[src/rtl/fetch_ctrl_pkg.sv]
// rtl/fetch_ctrl_pkg.sv - shared types and constants for the instruction fetch controller
package fetch_ctrl_pkg;

    localparam int INST_WIDTH = 32;

    localparam logic [31:0]           RESET_PC_DEFAULT = 32'h0000_0000;
    localparam logic [INST_WIDTH-1:0] INST_ZERO        = '0;

    typedef enum logic [1:0] {
        IDLE  = 2'd0,
        FETCH = 2'd1,
        HALT  = 2'd2
    } fetch_state_e;

endpackage

[src/rtl/fetch_ctrl_fifo.sv]
// rtl/fetch_ctrl_fifo.sv - fetch_fifo: parametric synchronous FIFO with flush for {pc, inst} entries
//
// Ports:
//   clk   - clock, rising edge
//   rst   - synchronous reset, active-high; empties the FIFO
//   flush - synchronous flush; empties the FIFO, ignores push/pop that cycle
//   push  - write push_data (dropped if full and no pop this cycle)
//   pop   - advance head (ignored when empty)
//   empty - no entries held
//   full  - DEPTH entries held
//   head  - oldest entry, zero when empty
module fetch_fifo #(
    parameter int DEPTH = 2,
    parameter int WIDTH = 64
) (
    input  logic             clk,
    input  logic             rst,
    input  logic             flush,
    input  logic             push,
    input  logic [WIDTH-1:0] push_data,
    input  logic             pop,
    output logic             empty,
    output logic             full,
    output logic [WIDTH-1:0] head
);

    localparam int PW = (DEPTH > 1) ? $clog2(DEPTH) : 1;
    localparam int CW = $clog2(DEPTH + 1);

    logic [WIDTH-1:0] mem [DEPTH];
    logic [PW-1:0]    rd_ptr;
    logic [PW-1:0]    wr_ptr;
    logic [CW-1:0]    count;

    logic pop_eff;
    logic push_eff;

    assign empty    = (count == '0);
    assign full     = (count == CW'(DEPTH));
    assign pop_eff  = pop && !empty;
    // A full FIFO still accepts a write when the head leaves in the same cycle.
    assign push_eff = push && (!full || pop_eff);
    assign head     = empty ? '0 : mem[rd_ptr];

    always_ff @(posedge clk) begin
        if (rst || flush) begin
            rd_ptr <= '0;
            wr_ptr <= '0;
            count  <= '0;
        end else begin
            if (push_eff) begin
                wr_ptr <= wr_ptr + 1'b1;
            end
            if (pop_eff) begin
                rd_ptr <= rd_ptr + 1'b1;
            end
            case ({push_eff, pop_eff})
                2'b10:   count <= count + 1'b1;
                2'b01:   count <= count - 1'b1;
                default: count <= count;
            endcase
        end
    end

    // Storage needs no reset: entries are only visible through count.
    always_ff @(posedge clk) begin
        if (!rst && !flush && push_eff) begin
            mem[wr_ptr] <= push_data;
        end
    end

endmodule

[src/rtl/fetch_ctrl.sv]
// rtl/fetch_ctrl.sv - instruction fetch sequencer: PC, async imem address, 2-entry fetch buffer, redirect and halt
//
// Optional feature macro: FETCH_MISALIGN_CHK_EN (adds misalign_o; misaligned redirect halts).
//
// Ports:
//   clk_i         - clock, rising edge
//   rst_i         - synchronous reset, active-high
//   enable_i      - fetch enable; 0 stops new fetches
//   imem_addr_o   - byte address to instruction memory (pc low bits)
//   imem_inst_i   - word returned by instruction memory in the same cycle
//   redirect_i    - flush buffer and jump to redirect_pc_i
//   redirect_pc_i - redirect target
//   inst_valid_o  - buffer head valid
//   inst_ready_i  - decode accepts head
//   inst_o        - head instruction (0 when empty)
//   pc_o          - PC of head instruction (0 when empty)
//   misalign_o    - sticky misaligned-redirect flag (FETCH_MISALIGN_CHK_EN only)
//   halt_o        - 1 while halted on an all-zero word or misaligned redirect
module fetch_ctrl
    import fetch_ctrl_pkg::*;
#(
    parameter logic [31:0] RESET_PC   = RESET_PC_DEFAULT,
    parameter int          FIFO_DEPTH = 2,
    parameter int          MEM_SIZE   = 1024
) (
    input  logic                        clk_i,
    input  logic                        rst_i,
    input  logic                        enable_i,
    output logic [$clog2(MEM_SIZE)-1:0] imem_addr_o,
    input  logic [INST_WIDTH-1:0]       imem_inst_i,
    input  logic                        redirect_i,
    input  logic [31:0]                 redirect_pc_i,
    output logic                        inst_valid_o,
    input  logic                        inst_ready_i,
    output logic [INST_WIDTH-1:0]       inst_o,
    output logic [31:0]                 pc_o,
`ifdef FETCH_MISALIGN_CHK_EN
    output logic                        misalign_o,
`endif
    output logic                        halt_o
);

    localparam int AW = $clog2(MEM_SIZE);
    localparam int EW = 32 + INST_WIDTH;

    fetch_state_e state;
    logic [31:0]  pc;

    logic          fifo_empty;
    logic          fifo_full;
    logic [EW-1:0] fifo_head;
    logic          word_zero;
    logic          pop;
    logic          fetching;
    logic          push;

    assign imem_addr_o = pc[AW-1:0];
    assign word_zero   = (imem_inst_i == INST_ZERO);

    // Redirect owns the cycle: nothing enters or leaves the buffer.
    assign pop      = inst_valid_o && inst_ready_i && !redirect_i;
    assign fetching = (state == FETCH) && enable_i && !redirect_i;
    assign push     = fetching && !word_zero && (!fifo_full || pop);

    fetch_fifo #(
        .DEPTH (FIFO_DEPTH),
        .WIDTH (EW)
    ) u_fifo (
        .clk       (clk_i),
        .rst       (rst_i),
        .flush     (redirect_i),
        .push      (push),
        .push_data ({pc, imem_inst_i}),
        .pop       (pop),
        .empty     (fifo_empty),
        .full      (fifo_full),
        .head      (fifo_head)
    );

    assign inst_valid_o = !fifo_empty;
    assign pc_o         = fifo_head[EW-1:INST_WIDTH];
    assign inst_o       = fifo_head[INST_WIDTH-1:0];

    always_ff @(posedge clk_i) begin
        if (rst_i) begin
            state  <= IDLE;
            pc     <= RESET_PC;
            halt_o <= 1'b0;
`ifdef FETCH_MISALIGN_CHK_EN
            misalign_o <= 1'b0;
`endif
        end else if (redirect_i) begin
`ifdef FETCH_MISALIGN_CHK_EN
            if (redirect_pc_i[1:0] != 2'b00) begin
                // Keep the old pc so the faulting context is not lost.
                misalign_o <= 1'b1;
                state      <= HALT;
                halt_o     <= 1'b1;
            end else begin
                pc     <= redirect_pc_i;
                state  <= enable_i ? FETCH : IDLE;
                halt_o <= 1'b0;
            end
`else
            pc     <= redirect_pc_i & ~32'd3;
            state  <= enable_i ? FETCH : IDLE;
            halt_o <= 1'b0;
`endif
        end else begin
            case (state)
                IDLE: begin
                    if (enable_i) begin
                        state <= FETCH;
                    end
                end
                FETCH: begin
                    if (!enable_i) begin
                        state <= IDLE;
                    end else if (word_zero) begin
                        // End of image: word dropped, pc parked on it.
                        state  <= HALT;
                        halt_o <= 1'b1;
                    end else if (push) begin
                        pc <= pc + 32'd4;
                    end
                end
                HALT: begin
                    state <= HALT;
                end
                default: begin
                    state  <= IDLE;
                    halt_o <= 1'b0;
                end
            endcase
        end
    end

endmodule
[config.mk]
export PLATFORM = sky130hd
export DESIGN_NAME = fetch_ctrl
export DESIGN_NICKNAME = d
export VERILOG_FILES = /design/src/rtl/fetch_ctrl_pkg.sv /design/src/rtl/fetch_ctrl_fifo.sv /design/src/rtl/fetch_ctrl.sv
export SDC_FILE = /design/constraint.sdc
export NUM_CORES = 1
export LEC_CHECK = 0
export BUFFER_PORTS_ARGS = -buffer_cell sky130_fd_sc_hd__clkbuf_2
export CORE_MARGIN = 8
export CORE_UTILIZATION = 59
export DETAILED_ROUTE_END_ITERATION = 10
export PLACE_DENSITY = 0.85
export SLEW_MARGIN = 5
export SYNTH_ARGS = -nofsm -noshare
export SYNTH_HDL_FRONTEND = slang
export SYNTH_HIERARCHICAL = 1
export SYNTH_SLANG_ARGS = --single-unit
[constraint.sdc]
create_clock -name clk_i -period 19 [get_ports clk_i]
set_clock_uncertainty 0.2 [all_clocks]
set_input_delay 4.75 -clock clk_i [delete_from_list [all_inputs] [get_ports clk_i]]
set_output_delay 4.75 -clock clk_i [all_outputs]
set_load 0.1 [all_outputs]
======== After elaboration in Yosys (flattened, before gate mapping) ========
Memories as Yosys holds them, arrays and structs flattened. A register that Yosys moved wholly into a read port is not among the register bits.
Index checks and enable logic that the tools add are counted.
W data, S select, Z words.
cells by class
  add/subtract/negate cells ............... 5
  equality and inequality tests ........... 10
  multiplexer cells ....................... 20
  bitwise gates (word level) .............. 2
  reduce and logical (&&, ||, !) cells .... 31
operator list
  kind                     count
  $mux W32                 5
  $mux W64                 1
  $add A32 B3 Y32 const B  1
  $logic_not A32 Y1        1
  $logic_and A1 B1 Y1      10
  $mux W2                  4
  $reduce_and A4 Y1        2
  $reduce_bool A2 Y1       4
  $mux W1                  7
  $eq A2 B2 Y1 const B     3
  $ne A2 B2 Y1 const B     3
  $pmux W2 S3              1
  $logic_not A1 Y1         5
  $eq A2 B1 Y1 const B     2
  $logic_not A2 Y1         2
  $ne A4 B4 Y1 const B     1
  $pmux W2 S2              1
  $reduce_or A2 Y1         2
  $logic_or A1 B1 Y1       3
  $ne A3 B3 Y1 const B     1
  $reduce_and A3 Y1        1
  $add A1 B1 Y1 const B    2
  $add A2 B1 Y2 const B    1
  $not A1 Y1               2
  3 further kinds          3
word-level totals
  register bits ........................... 39
  bits in writable memories ............... 128
  input port bits ......................... 69
  output and inout port bits .............. 76
  logic and storage cells ................. 76
  memories kept ........................... 1
memory list
  memory      words  width  read ports  clocked after memory_dff  write ports  RTL line               RTL
  u_fifo.mem  2      64     1           1                         1            fetch_ctrl_fifo.sv:30  logic [WIDTH-1:0] mem [DEPTH];

======== Longest topological paths before layout ========
  depth in word-level cells ............... 11
  mapped depth ............................ 9
  gate-level depth less buffers ........... 8

======== By module ========
Netlist, hierarchy kept.
modules (own cells, without submodules)
  module      instances  cells each  area an instance (um^2)  seq. area each (um^2)
  fetch_fifo  1          299         5,210.0                  3,943.8
  fetch_ctrl  1          259         2,147.1                  660.6

======== Worst setup path after synthesis ========
OpenSTA, ideal clock, no wires.
  kind .................................... input to register
  start point ............................. input port inst_ready_i
  end point ............................... memory u_fifo.mem[1][0], enable pin
  library setup time ...................... 0.524 ns
  arrival time ............................ 9.285 ns
  data required time ...................... 18.276 ns
  setup slack ............................. 8.991 ns
  stages on the path ...................... 6
  buffers on the path ..................... 0
  cell sequence ........................... nand2b_2 a21oi_2 o21ai_0 nor2_1 o21ai_4 nor4b_2
on the way
  cells in the longest elaborated chain, start to end .. 8
  elaborated cells on any way between the ends .. 10
  those cells by class .................... 2 x mux; 8 x reduce/logical
RTL lines
  element                            RTL line               RTL
  start, declared                    fetch_ctrl.sv:34       input logic inst_ready_i,
  $logic_and A1 B1 Y1 (2 in series)  fetch_ctrl.sv:61       assign pop = inst_valid_o && inst_ready_i && !redirect_i;
  $logic_or A1 B1 Y1                 fetch_ctrl.sv:63       assign push = fetching && !word_zero && (!fifo_full || pop);
  $logic_and A1 B1 Y1                fetch_ctrl.sv:63
  named net push                     fetch_ctrl.sv:55       logic push;
  $logic_and A1 B1 Y1                fetch_ctrl_fifo.sv:42  assign push_eff = push && (!full || pop_eff);
  $logic_and A1 B1 Y1                fetch_ctrl_fifo.sv:67  if (!rst && !flush && push_eff) begin
  $mux W1                            fetch_ctrl_fifo.sv:67
  $mux W1 (implied by the code)      fetch_ctrl_fifo.sv:68  mem[wr_ptr] <= push_data;
  end, declared                      fetch_ctrl_fifo.sv:30
The timed path passes the listed nets, and every way through them passes these cells.

======== Final worst setup path ========
  start point ............................. input port imem_inst_i[24]
  end point ............................... memory u_fifo.mem[1][49], enable pin
on the way
  cells in the longest elaborated chain, start to end .. 8
RTL lines
  element                            RTL line               RTL
  start, declared                    fetch_ctrl.sv:30       input logic [INST_WIDTH-1:0] imem_inst_i,
  $logic_not A32 Y1                  fetch_ctrl.sv:58       assign word_zero = (imem_inst_i == INST_ZERO);
  $logic_not A1 Y1                   fetch_ctrl.sv:63
  $logic_and A1 B1 Y1 (2 in series)  fetch_ctrl.sv:63
  named net push                     fetch_ctrl.sv:55
  $logic_and A1 B1 Y1                fetch_ctrl_fifo.sv:42
  $logic_and A1 B1 Y1                fetch_ctrl_fifo.sv:67
  $mux W1                            fetch_ctrl_fifo.sv:67
  $mux W1 (implied by the code)      fetch_ctrl_fifo.sv:68
The timed path passes the listed nets, and every way through them passes these cells.

==> flow_summary.toml <==
[worst_setup_path]
cp.required_ns = 18.85
arrival_ns = 7.89
critical_path_class = "in2reg"
cp-start-kind = "input port"
end_kind = "register"
path_max_fanout = 64

[yosys]
async_flop_share_pct = 0
yosysWarningCount = 6
synth_edf_count = 128
yosysSeqAreaShare_pct = 62.6
avgSynthCellArea_um2 = 13.2
ys.flop_type = "edfxtp_1"
synth.distinct_cells = 57
syn_inst = 558
synth_seq_cells = 166
netlist_area_mm2 = 0.00736

[die]
io-pin-count = 145
chipWidth_um = 128
chipHeight_um = 128
die_area_mm2 = 0.0163
core_mm2 = 0.0121
start_util_pct = 60.7
rows = 40

[power]
pwr_density_cell_mw_per_mm2 = 88.0
p_total_mw = 0.757
power.switching_mw = 0.170
p_int_mw = 0.587
leakage_nw = 3.02
switching_share_pct = 22.4
power_frac_comb_pct = 6.4
seqPwrFrac_pct = 53.5
ir_worst_vdd_v = 0.0000493
clock_power_share_pct = 40.0

[timing]
fin_crit_ns = 8.04
slew_headroom_pct = 24.9
tns_ns = 0
finalHoldViolCount = 0
holdWs_ns = 0.274
setup_viol = 0
finalCritPeriodShare_pct = 42.3
rsz0062_at_grt = "no"
slew_violations = 0
worstMarginPinSlew_ns = 1.13
max_freq_ghz = 0.124

[global_route]
grt.met2_usage_pct = 33.4
grt_use_met1_pct = 24.0
grt_pass1_vias = 4892
grt.met3_usage_pct = 5.16
grt_max_degree = 65
antenna_found_initial = 0
overflow = 0
grt_pass1_wl_um = 25100
grtUsageTotal_pct = 19.8
grt.busiest_layer = "met2"

[clocking]
clock_sinks = 166
cts_setup_buffers = 0
clk_latency_ns = 0.42
holdBufCountCts = 0
post_cts_resize_count = 0
clockBufferDepth = 2
cts_tree = "built"
cts_buffers = 17
clk_root_buffer_cell = "clkbuf_16"
h-tree-depth = 4
clkTransAtPathRegs_ns = 0.06

[finish]
final_util_pct = 71.1
num_antenna_cells = 0
areaGrowthSynthToFinish_pct = 17.0
finalInstanceArea_mm2 = 0.00861
nFillCells = 855
drive_above_1_share_pct = 28.5
layout.nets = 758

[routing]
via_count = 4965
drc = 0
routed_wl_um = 16000
via_per_inst = 5.71
dr.first_iter.drc_count = 609
postRouteAntennaNets = 0
wl_per_cell_um = 18.4
drt-pass1-iter-count = 5

[placed_design]
dpl-instance-area_mm2 = 0.00809
portBuffers = 140
place_hpwl_um = 10700
place_congestion = 0.856

[status]
outcome = "finished clean"

[worst_hold_path]
hp-class = "reg2reg"

[job]
drv_cap = 0
==> critical path: stages <==
cell and delay (ns):
clkbuf_2 0.10, nor4_1 0.43, nand4_1 0.89, o21ai_0 0.77
nor2_1 0.24, o21ai_4 0.17, nor4b_4 0.07, buf_4 0.41
==> layer usage <==
layer / up-vias / wire (µm)
li1: 2360 / -
met5: - / 0
met1: 2367 / 6680
met2: 220 / 7880
met4: 0 / 194
met3: 18 / 1210
==> path summary, 6_finish.rpt <==
path                                startpoint                           to  slack, ns  depth (start not counted)
setup / recovery               imem_inst_i[24]  u_fifo/mem[1][49]$_DFFE_PP_      10.96                          8
hold / removal             halt_o$_SDFFE_PP0P_          halt_o$_SDFFE_PP0P_       0.27                          2
setup reg to reg  u_fifo/count[1]$_SDFFE_PP0P_  u_fifo/mem[1][49]$_DFFE_PP_      14.87                          8
hold reg to reg            halt_o$_SDFFE_PP0P_          halt_o$_SDFFE_PP0P_       0.27                          2
==> layout by cell type, fill, tap and decap left out, drive strengths merged, types with 2 or more instances in the layout <==
cell type,count
clkbuf,160
edfxtp,128
nor2,99
mux2i,67
dfxtp,38
a211oi,16
o2111ai,15
nor4,14
xor2,14
nand3,12
nand2,12
o21ai,12
o21a,11
clkinv,9
nand4,8
inv,7
and3,7
nor3,7
a311oi,6
conb,6
or3,5
xnor2,5
buf,5
a21oi,5
o211ai,4
nand2b,3
or4,2
nor3b,2
o31ai,2
clkinvlp,2
nand3b,2
a2111oi,2
mux2,2
==> state kept, by name, summed over array words and instances (netlist names), named ones only <==
| name | count |
|---|---|
| u_fifo/mem | 128 |
| pc | 30 |
| state | 2 |
| u_fifo/count | 2 |
| halt_o | 1 |
| u_fifo/rd_ptr | 1 |
| u_fifo/wr_ptr | 1 |
==> stage by stage <==
stage | worst slack (ns) | instances
3_5_place_dp | 10.63 | 837
4_1_cts | 11.06 | 869
2_1_floorplan | 8.99 | 563
3_3_place_gp | 10.67 | 837
6_report | 10.96 | 869
5_1_grt | 10.77 | 869
==> logic make-up after synthesis <==
kind of cell / count (synthesis) / share of synthesized area (%)
xor+xnor: 19 / 2.26
mux: 69 / 9.47
other cells: 1 / 0.0510
flops: 166 / 62.6
simple gates: 177 / 12.7
buf+inv: 46 / 3.96
compound gates: 79 / 8.76
fa+ha+maj: 1 / 0.170
==> power by group through the flow <==
stage | logic [mW] | registers [mW] | clock network (mW)
floorplan | 0.0354 | 0.410 | 0
global placement | 0.0470 | 0.412 | 0
detailed placement | 0.0485 | 0.413 | 0
CTS | 0.0489 | 0.405 | 0.309
global route | 0.0520 | 0.406 | 0.324
finish | 0.0488 | 0.406 | 0.303
==> Yosys cell counts (10+ instances only) <==
master     count  area [µm²]
o21ai_0       11        55.1
o2111ai_1     14         123
nor2_4        10         113
edfxtp_1     128        3840
dfxtp_1       38         761
clkbuf_1      14        52.6
buf_4         17         128
o21a_1        11        82.6
nand2_1       12        45.0
xor2_1        14         123
nand3_1       12        60.1
a211oi_1      16         120
nor4_1        14        87.6
mux2i_1       67         671
nor2_1        89         334
==> final cells by class <==
type	count	area (µm²)	share of cell area [%]
well taps	168	210	2.44
clock buffers	20	437	5.07
inverters	7	26.3	0.305
multi-input cells	351	2500	29.1
flip-flops and latches	166	4610	53.5
repair buffers	145	738	8.57
clock inverters	12	87.6	1.02
Note: power is estimated with default switching activity, not from simulation.
